## src/rtl/fifo_reg_multi.sv

```systemverilog
// Multi-channel single-clock register FIFO: NUM_CHANNELS independent queues that share
// one write port and one read port, with occupancy, threshold flags and sticky error flags.
module fifo_reg_multi #(
  parameter int WIDTH        = 8,
  parameter int LOG2_DEPTH   = 3,
  parameter int NUM_CHANNELS = 4,
  parameter int AF_THRESHOLD = (2**LOG2_DEPTH) - 2,
  localparam int DEPTH       = 2**LOG2_DEPTH,
  localparam int CW          = (NUM_CHANNELS > 1) ? $clog2(NUM_CHANNELS) : 1,
  localparam int CNT_W       = LOG2_DEPTH + 1
) (
  input  logic                          clk,
  input  logic                          reset_n,
  input  logic                          we,
  input  logic [CW-1:0]                 wchan,
  input  logic [WIDTH-1:0]              wdata,
  input  logic                          re,
  input  logic [CW-1:0]                 rchan,
  output logic [WIDTH-1:0]              rdata,
  output logic                          rvalid,
  output logic [CW-1:0]                 rtag,
  output logic [NUM_CHANNELS*CNT_W-1:0] count,
  output logic [NUM_CHANNELS-1:0]       empty,
  output logic [NUM_CHANNELS-1:0]       full,
  output logic [NUM_CHANNELS-1:0]       almostfull,
  output logic [NUM_CHANNELS-1:0]       overflow,
  output logic [NUM_CHANNELS-1:0]       underflow,
  input  logic                          clear_err
);

  localparam logic [CNT_W-1:0] DEPTH_CNT = CNT_W'(DEPTH);
  localparam logic [CNT_W-1:0] AF_CNT    = CNT_W'(AF_THRESHOLD);

  logic [WIDTH-1:0]      mem_q [NUM_CHANNELS][DEPTH];
  logic [LOG2_DEPTH-1:0] wptr_q  [NUM_CHANNELS];
  logic [LOG2_DEPTH-1:0] wptr_d  [NUM_CHANNELS];
  logic [LOG2_DEPTH-1:0] rptr_q  [NUM_CHANNELS];
  logic [LOG2_DEPTH-1:0] rptr_d  [NUM_CHANNELS];
  logic [CNT_W-1:0]      count_q [NUM_CHANNELS];
  logic [CNT_W-1:0]      count_d [NUM_CHANNELS];
  logic [NUM_CHANNELS-1:0] overflow_q, overflow_d;
  logic [NUM_CHANNELS-1:0] underflow_q, underflow_d;
  logic [NUM_CHANNELS-1:0] wr_acc, rd_acc;
  logic [WIDTH-1:0]      rdata_q, rdata_d;
  logic [CW-1:0]         rtag_q, rtag_d;
  logic                  rvalid_q, rvalid_d;

  // Channel selects are decoded by equality against each legal index, so an
  // out-of-range select matches no channel and is ignored without error.
  // NOTE: every always_comb output gets a default first, so no path can infer a latch.
  always_comb begin
    wr_acc      = '0;
    rd_acc      = '0;
    overflow_d  = clear_err ? '0 : overflow_q;
    underflow_d = clear_err ? '0 : underflow_q;
    rdata_d     = rdata_q;
    rtag_d      = rtag_q;
    rvalid_d    = 1'b0;
    for (int i = 0; i < NUM_CHANNELS; i++) begin
      wptr_d[i]  = wptr_q[i];
      rptr_d[i]  = rptr_q[i];
      count_d[i] = count_q[i];

      rd_acc[i] = re && (rchan == CW'(i)) && (count_q[i] != '0);
      // A full channel still takes a write when the same cycle frees a slot in it.
      wr_acc[i] = we && (wchan == CW'(i)) && ((count_q[i] != DEPTH_CNT) || rd_acc[i]);

      if (we && (wchan == CW'(i)) && !wr_acc[i]) overflow_d[i] = 1'b1;
      if (re && (rchan == CW'(i)) && !rd_acc[i]) underflow_d[i] = 1'b1;

      if (wr_acc[i]) wptr_d[i] = wptr_q[i] + LOG2_DEPTH'(1);
      if (rd_acc[i]) begin
        rptr_d[i] = rptr_q[i] + LOG2_DEPTH'(1);
        rdata_d   = mem_q[i][rptr_q[i]];
        rtag_d    = rchan;
        rvalid_d  = 1'b1;
      end

      if (wr_acc[i] && !rd_acc[i])      count_d[i] = count_q[i] + CNT_W'(1);
      else if (rd_acc[i] && !wr_acc[i]) count_d[i] = count_q[i] - CNT_W'(1);
    end
  end

  // NOTE: sequential state uses non-blocking assignments only, so every flop samples pre-edge values.
  always_ff @(posedge clk or negedge reset_n) begin
    if (!reset_n) begin
      for (int i = 0; i < NUM_CHANNELS; i++) begin
        wptr_q[i]  <= '0;
        rptr_q[i]  <= '0;
        count_q[i] <= '0;
      end
      overflow_q  <= '0;
      underflow_q <= '0;
      rdata_q     <= '0;
      rtag_q      <= '0;
      rvalid_q    <= 1'b0;
    end else begin
      for (int i = 0; i < NUM_CHANNELS; i++) begin
        wptr_q[i]  <= wptr_d[i];
        rptr_q[i]  <= rptr_d[i];
        count_q[i] <= count_d[i];
      end
      overflow_q  <= overflow_d;
      underflow_q <= underflow_d;
      rdata_q     <= rdata_d;
      rtag_q      <= rtag_d;
      rvalid_q    <= rvalid_d;
    end
  end

  // NOTE: the storage array has no reset; contents are only meaningful behind the pointers.
  always_ff @(posedge clk) begin
    for (int i = 0; i < NUM_CHANNELS; i++) begin
      if (wr_acc[i]) mem_q[i][wptr_q[i]] <= wdata;
    end
  end

  always_comb begin
    count      = '0;
    empty      = '0;
    full       = '0;
    almostfull = '0;
    for (int i = 0; i < NUM_CHANNELS; i++) begin
      count[i*CNT_W +: CNT_W] = count_q[i];
      empty[i]      = (count_q[i] == '0);
      full[i]       = (count_q[i] == DEPTH_CNT);
      almostfull[i] = (count_q[i] >= AF_CNT);
    end
  end

  assign rdata     = rdata_q;
  assign rtag      = rtag_q;
  assign rvalid    = rvalid_q;
  assign overflow  = overflow_q;
  assign underflow = underflow_q;

endmodule

```

## config.mk

```make
export PLATFORM = sky130hd
export DESIGN_NAME = fifo_reg_multi
export DESIGN_NICKNAME = d
export VERILOG_FILES = /design/src/rtl/fifo_reg_multi.sv
export SDC_FILE = /design/constraint.sdc
export NUM_CORES = 1
export LEC_CHECK = 0
export ABC_CLOCK_PERIOD_IN_PS = 3100
export CORE_MARGIN = 2
export CORE_UTILIZATION = 55
export CTS_BUF_LIST = sky130_fd_sc_hd__clkbuf_4 sky130_fd_sc_hd__clkbuf_8
export CTS_CLUSTER_DIAMETER = 150
export DETAILED_ROUTE_END_ITERATION = 6
export HOLD_SLACK_MARGIN = 0.03
export PLACE_DENSITY = 0.79
export SLEW_MARGIN = 10
export SYNTH_ARGS = -nofsm -noshare
export SYNTH_HDL_FRONTEND = slang
export SYNTH_SLANG_ARGS = --single-unit
```

## constraint.sdc

```tcl
create_clock -name clk -period 3.1 [get_ports clk]
set_input_delay 0.465 -clock clk [delete_from_list [all_inputs] [get_ports clk]]
set_output_delay 0.465 -clock clk [all_outputs]
set_load 0.01 [all_outputs]
```

==> summary.json, run 1 <==
{
  "timing.critical_path.fanout_max": {"value": 6},
  "netlist_area_before_placement": {"value": 12900, "unit": "um^2"},
  "start_point_of_the_worst_hold_path": {"value": "rtag[0]"},
  "start_util": {"value": 56.5, "unit": "%"},
  "comb_power_share": {"value": 28.5, "unit": "%"},
  "peak_supply_drop": {"value": 0.532, "unit": "mV"},
  "report.final.hold_viol_count": {"value": 0},
  "ys_ff_latch": {"value": 315},
  "crit_family": {"value": "buffers and inverters"},
  "via_count": {"value": 6958},
  "fraction_of_the_yosys_area_taken_by_sequential_cells": {"value": 71.2, "unit": "%"},
  "final_cell_count_no_fill": {"value": 1211},
  "die_width": {"value": 157, "unit": "um"},
  "timing.critical_path.to_type": {"value": "output pin"},
  "postSynthAreaPerCell": {"value": 18.4, "unit": "um^2"},
  "via_count_of_the_first_global_routing_pass": {"value": 7273},
  "cts-htree-levels": {"value": 2},
  "crit_path_cell_trace": {"value": "nor4b_1 -> clkdlybuf4s50_1"},
  "grt_max_degree": {"value": 33},
  "layout_common_cells": {"value": "edfxtp_1 (256), buf_4 (68), mux4_2 (64)"},
  "crit_required": {"value": 2630, "unit": "ps"},
  "timing.reg2reg.worst_path_depth": {"value": 10},
  "worstReg2RegStart": {"value": "count[0]"},
  "power.share.sequential": {"value": 45.5, "unit": "%"},
  "worst_ep_arrival_time": {"value": 2340, "unit": "ps"},
  "drt-total-wl": {"value": 26500, "unit": "um"},
  "antenna_violations_before_repair": {"value": 0},
  "grtUsageTotal": {"value": 22.4, "unit": "%"},
  "place_congestion": {"value": 0.820},
  "crit_path_max_incr_delay": {"value": 670, "unit": "ps"},
  "grt_remaining_overflow": {"value": 0},
  "floorplan.die_area": {"value": 24600, "unit": "um^2"},
  "timing.final.crit_period": {"value": 2800, "unit": "ps"},
  "area.sequential": {"value": 9160, "unit": "um^2"},
  "clock_network_fraction_of_design_power": {"value": 26.0, "unit": "%"},
  "worst-r2r-setup-slack": {"value": 390, "unit": "ps"},
  "report.final.slew_viol_count": {"value": 0},
  "number_of_synthesized_flops_with_an_enable_pin": {"value": 256},
  "clock_sinks": {"value": 315},
  "detail_route.vias_per_cell": {"value": 5.75},
  "fin_nets": {"value": 901},
  "detail_route.drc_violations": {"value": 0},
  "maxSlewHeadroom": {"value": 47.6, "unit": "%"},
  "fin_util": {"value": 66.8, "unit": "%"},
  "port-buffer-count": {"value": 63},
  "core_region_area": {"value": 22800, "unit": "um^2"},
  "clk-insertion-delay-late": {"value": 570, "unit": "ps"},
  "regToRegEndpoint": {"value": "count[3]"},
  "postSynthCellCount": {"value": 701},
  "critical_path_buf_inv_count": {"value": 1},
  "post_synthesis_cell_type_count": {"value": 56},
  "filler_cell_count": {"value": 1460},
  "clock_tree.buffer_depth": {"value": 3},
  "drt_iter0_markers": {"value": 485},
  "timing.clock.skew": {"value": 22.8, "unit": "ps"},
  "launch_point_of_the_worst_path": {"value": "count[0]"},
  "antenna_violating_nets_post_route": {"value": 0},
  "flow.area_growth_from_synthesis": {"value": 18.2, "unit": "%"},
  "cell_with_the_biggest_individual_delay_on_the_critical_path": {"value": "clkdlybuf4s50_1"},
  "power_switching": {"value": 3.82, "unit": "mW"},
  "multi_input_area": {"value": 3470, "unit": "um^2"},
  "first_pass_grt_wire_length": {"value": 40600, "unit": "um"},
  "cts-resized-gates": {"value": 0},
  "max_clock_freq": {"value": 357, "unit": "MHz"},
  "switching_share": {"value": 30.0, "unit": "%"},
  "finalCritPeriodShare": {"value": 90.4, "unit": "%"},
  "wire_per_inst": {"value": 21.9, "unit": "um"},
  "path_clk_slew": {"value": 60, "unit": "ps"},
  "synth.net_count": {"value": 742},
  "postSynth.asyncResetShare": {"value": 18.7, "unit": "%"},
  "post_route_setup_tns": {"value": 0, "unit": "ps"},
  "worstSetupStartpointType": {"value": "flip-flop"},
  "floorplan.die.height": {"value": 157, "unit": "um"},
  "synth.yosys.warnings": {"value": 0},
  "rsz0062_at_grt": {"value": "false"},
  "root_buffer": {"value": "clkbuf_8"},
  "hpwlAfterDp": {"value": 17600, "unit": "um"},
  "drive_above_1_share": {"value": 26.8, "unit": "%"},
  "power.density": {"value": 836, "unit": "nW/um^2"},
  "antenna_cells": {"value": 0},
  "worst_hold_path_type": {"value": "reg -> reg"},
  "holdPathStages": {"value": 1},
  "mostFrequentLayoutCell": {"value": "edfxtp_1"},
  "tritoncts.num_buffers": {"value": 48},
  "placementRows": {"value": 55},
  "power_report.internal_total": {"value": 8.90, "unit": "mW"},
  "detailedRoute.firstPassIterationCount": {"value": 4},
  "placed_cells": {"value": 1122},
  "type_of_the_setup_path_with_the_least_slack": {"value": "reg -> out"},
  "cap_viol_max_count": {"value": 0},
  "status": {"value": "complete, no violations"},
  "most_instantiated_flip_flop_cell_in_the_synthesis_netlist": {"value": "edfxtp_1"},
  "floorplan.io_pins": {"value": 64},
  "hold_end": {"value": "rtag[0]"},
  "cts_tree": {"value": "done"},
  "p_leak": {"value": 5.38, "unit": "nW"},
  "setup_violations": {"value": 0},
  "tightestPinTransition": {"value": 785, "unit": "ps"}
}
-- registers in the layout, indices dropped and copies added, names as in the netlist --
register	cells
overflow	4
mem_q	256
rvalid	1
rdata	8
underflow	4
rptr_q	12
rtag	2
count	16
wptr_q	12
-- how the worst max path moves through the flow --
| stage | endpoint | cells after the start |
|---|---|---|
| after floorplan | count[11] | 10 |
| after global placement | count[3] | 11 |
| after detailed placement | count[7] | 13 |
| after CTS | empty[0] | 3 |
| after global routing | count[11] | 11 |
| final | full[0] | 2 |
-- worst reg2reg max path, cell delays in order (launching register included) --
cell     delay, ps
dfrtp_1        460
nor4b_1        650
a21oi_2        140
ha_1           260
inv_1          120
ha_1           250
a21o_1         180
a21oi_1        170
xnor2_1        130
nor2_1          70
xor2_1         150
-- through the flow --
step           setup slack [ps]  cell area (um^2)  total power [mW]  hold WS [ps]
2_1_floorplan               298             12900              8.08           169
3_3_place_gp                135             14300              9.32           496
3_5_place_dp               30.6             14300              9.53           491
4_1_cts                     281             15200              12.8           504
5_1_grt                     119             15200              13.3           518
6_report                    296             15200              12.7           505
-- timing repair --
action	in CTS	in global routing
hold buffers	1	0
setup endpoints to repair	0	0
buffers inserted	0	0
hold endpoints to repair	26	0
-- logic make-up (layout without fill, tap and decap cells) --
group / Yosys count / after routing / share of synthesized area, %
AOI/OAI and AO/OA: 56 / 56 / 3.00
buffers and inverters: 50 / 247 / 1.83
xor gates and xnor gates: 32 / 32 / 2.18
adders and majority gates: 24 / 24 / 2.57
and+or+nand+nor: 126 / 126 / 5.21
muxes: 98 / 98 / 14.0
DFF: 315 / 315 / 71.2
-- power groups by stage --
stage / Clock, mW / Combinational [mW] / Sequential (mW)
after detailed placement: 0 / 3.66 / 5.87
final: 3.31 / 3.62 / 5.79
after floorplan: 0 / 2.51 / 5.57
after CTS: 3.37 / 3.67 / 5.80
after global routing: 3.54 / 3.91 / 5.88
after global placement: 0 / 3.49 / 5.82
-- area by class of cell --
cell class | count | area share (%)
clock buffers | 67 | 5.40
clock inverters | 21 | 0.765
inverters | 27 | 0.675
multi-input cells | 336 | 22.8
flip-flops and latches | 315 | 60.2
well taps | 313 | 2.57
repair buffers | 132 | 7.53
-- synthesized netlist by cell type (5+ instances only) --
library cell  number  area, um^2
a21o_1             7        52.6
a21oi_1           12        60.1
a31oi_1            5        31.3
buf_2             10        50.1
buf_4              5        37.5
clkbuf_1           5        18.8
dfrtp_1           59        1480
edfxtp_1         256        7690
ha_1              20         250
inv_1             24        90.1
mux2_2            14         158
mux2i_1           19         190
mux4_2            64        1440
nand2_1           33         124
nand2b_1          10        62.6
nand3_1            7        35.0
nor2_1            37         139
nor3_1             9        45.0
nor3b_1            5        37.5
o22ai_1           16         100
xnor2_1           24         210
xor2_1             8        70.1
-- routing by layer --
metal | GRT usage (%) | share of wire [%] | up-vias
met2 | 39.1 | 53 | 216
met1 | 29.0 | 39 | 3612
met3 | 3.58 | 6.1 | 56
met5 | 0 | 0 | -
li1 | - | - | 3074
met4 | 7.34 | 2.2 | 0
(Power assumes the default switching activity.)
==> run 2: changes to the inputs <==
SLEW_MARGIN = default   (was 10)
==> results of run 2 <==
The final DEF is identical to that of run 1; final timing and power are the same.
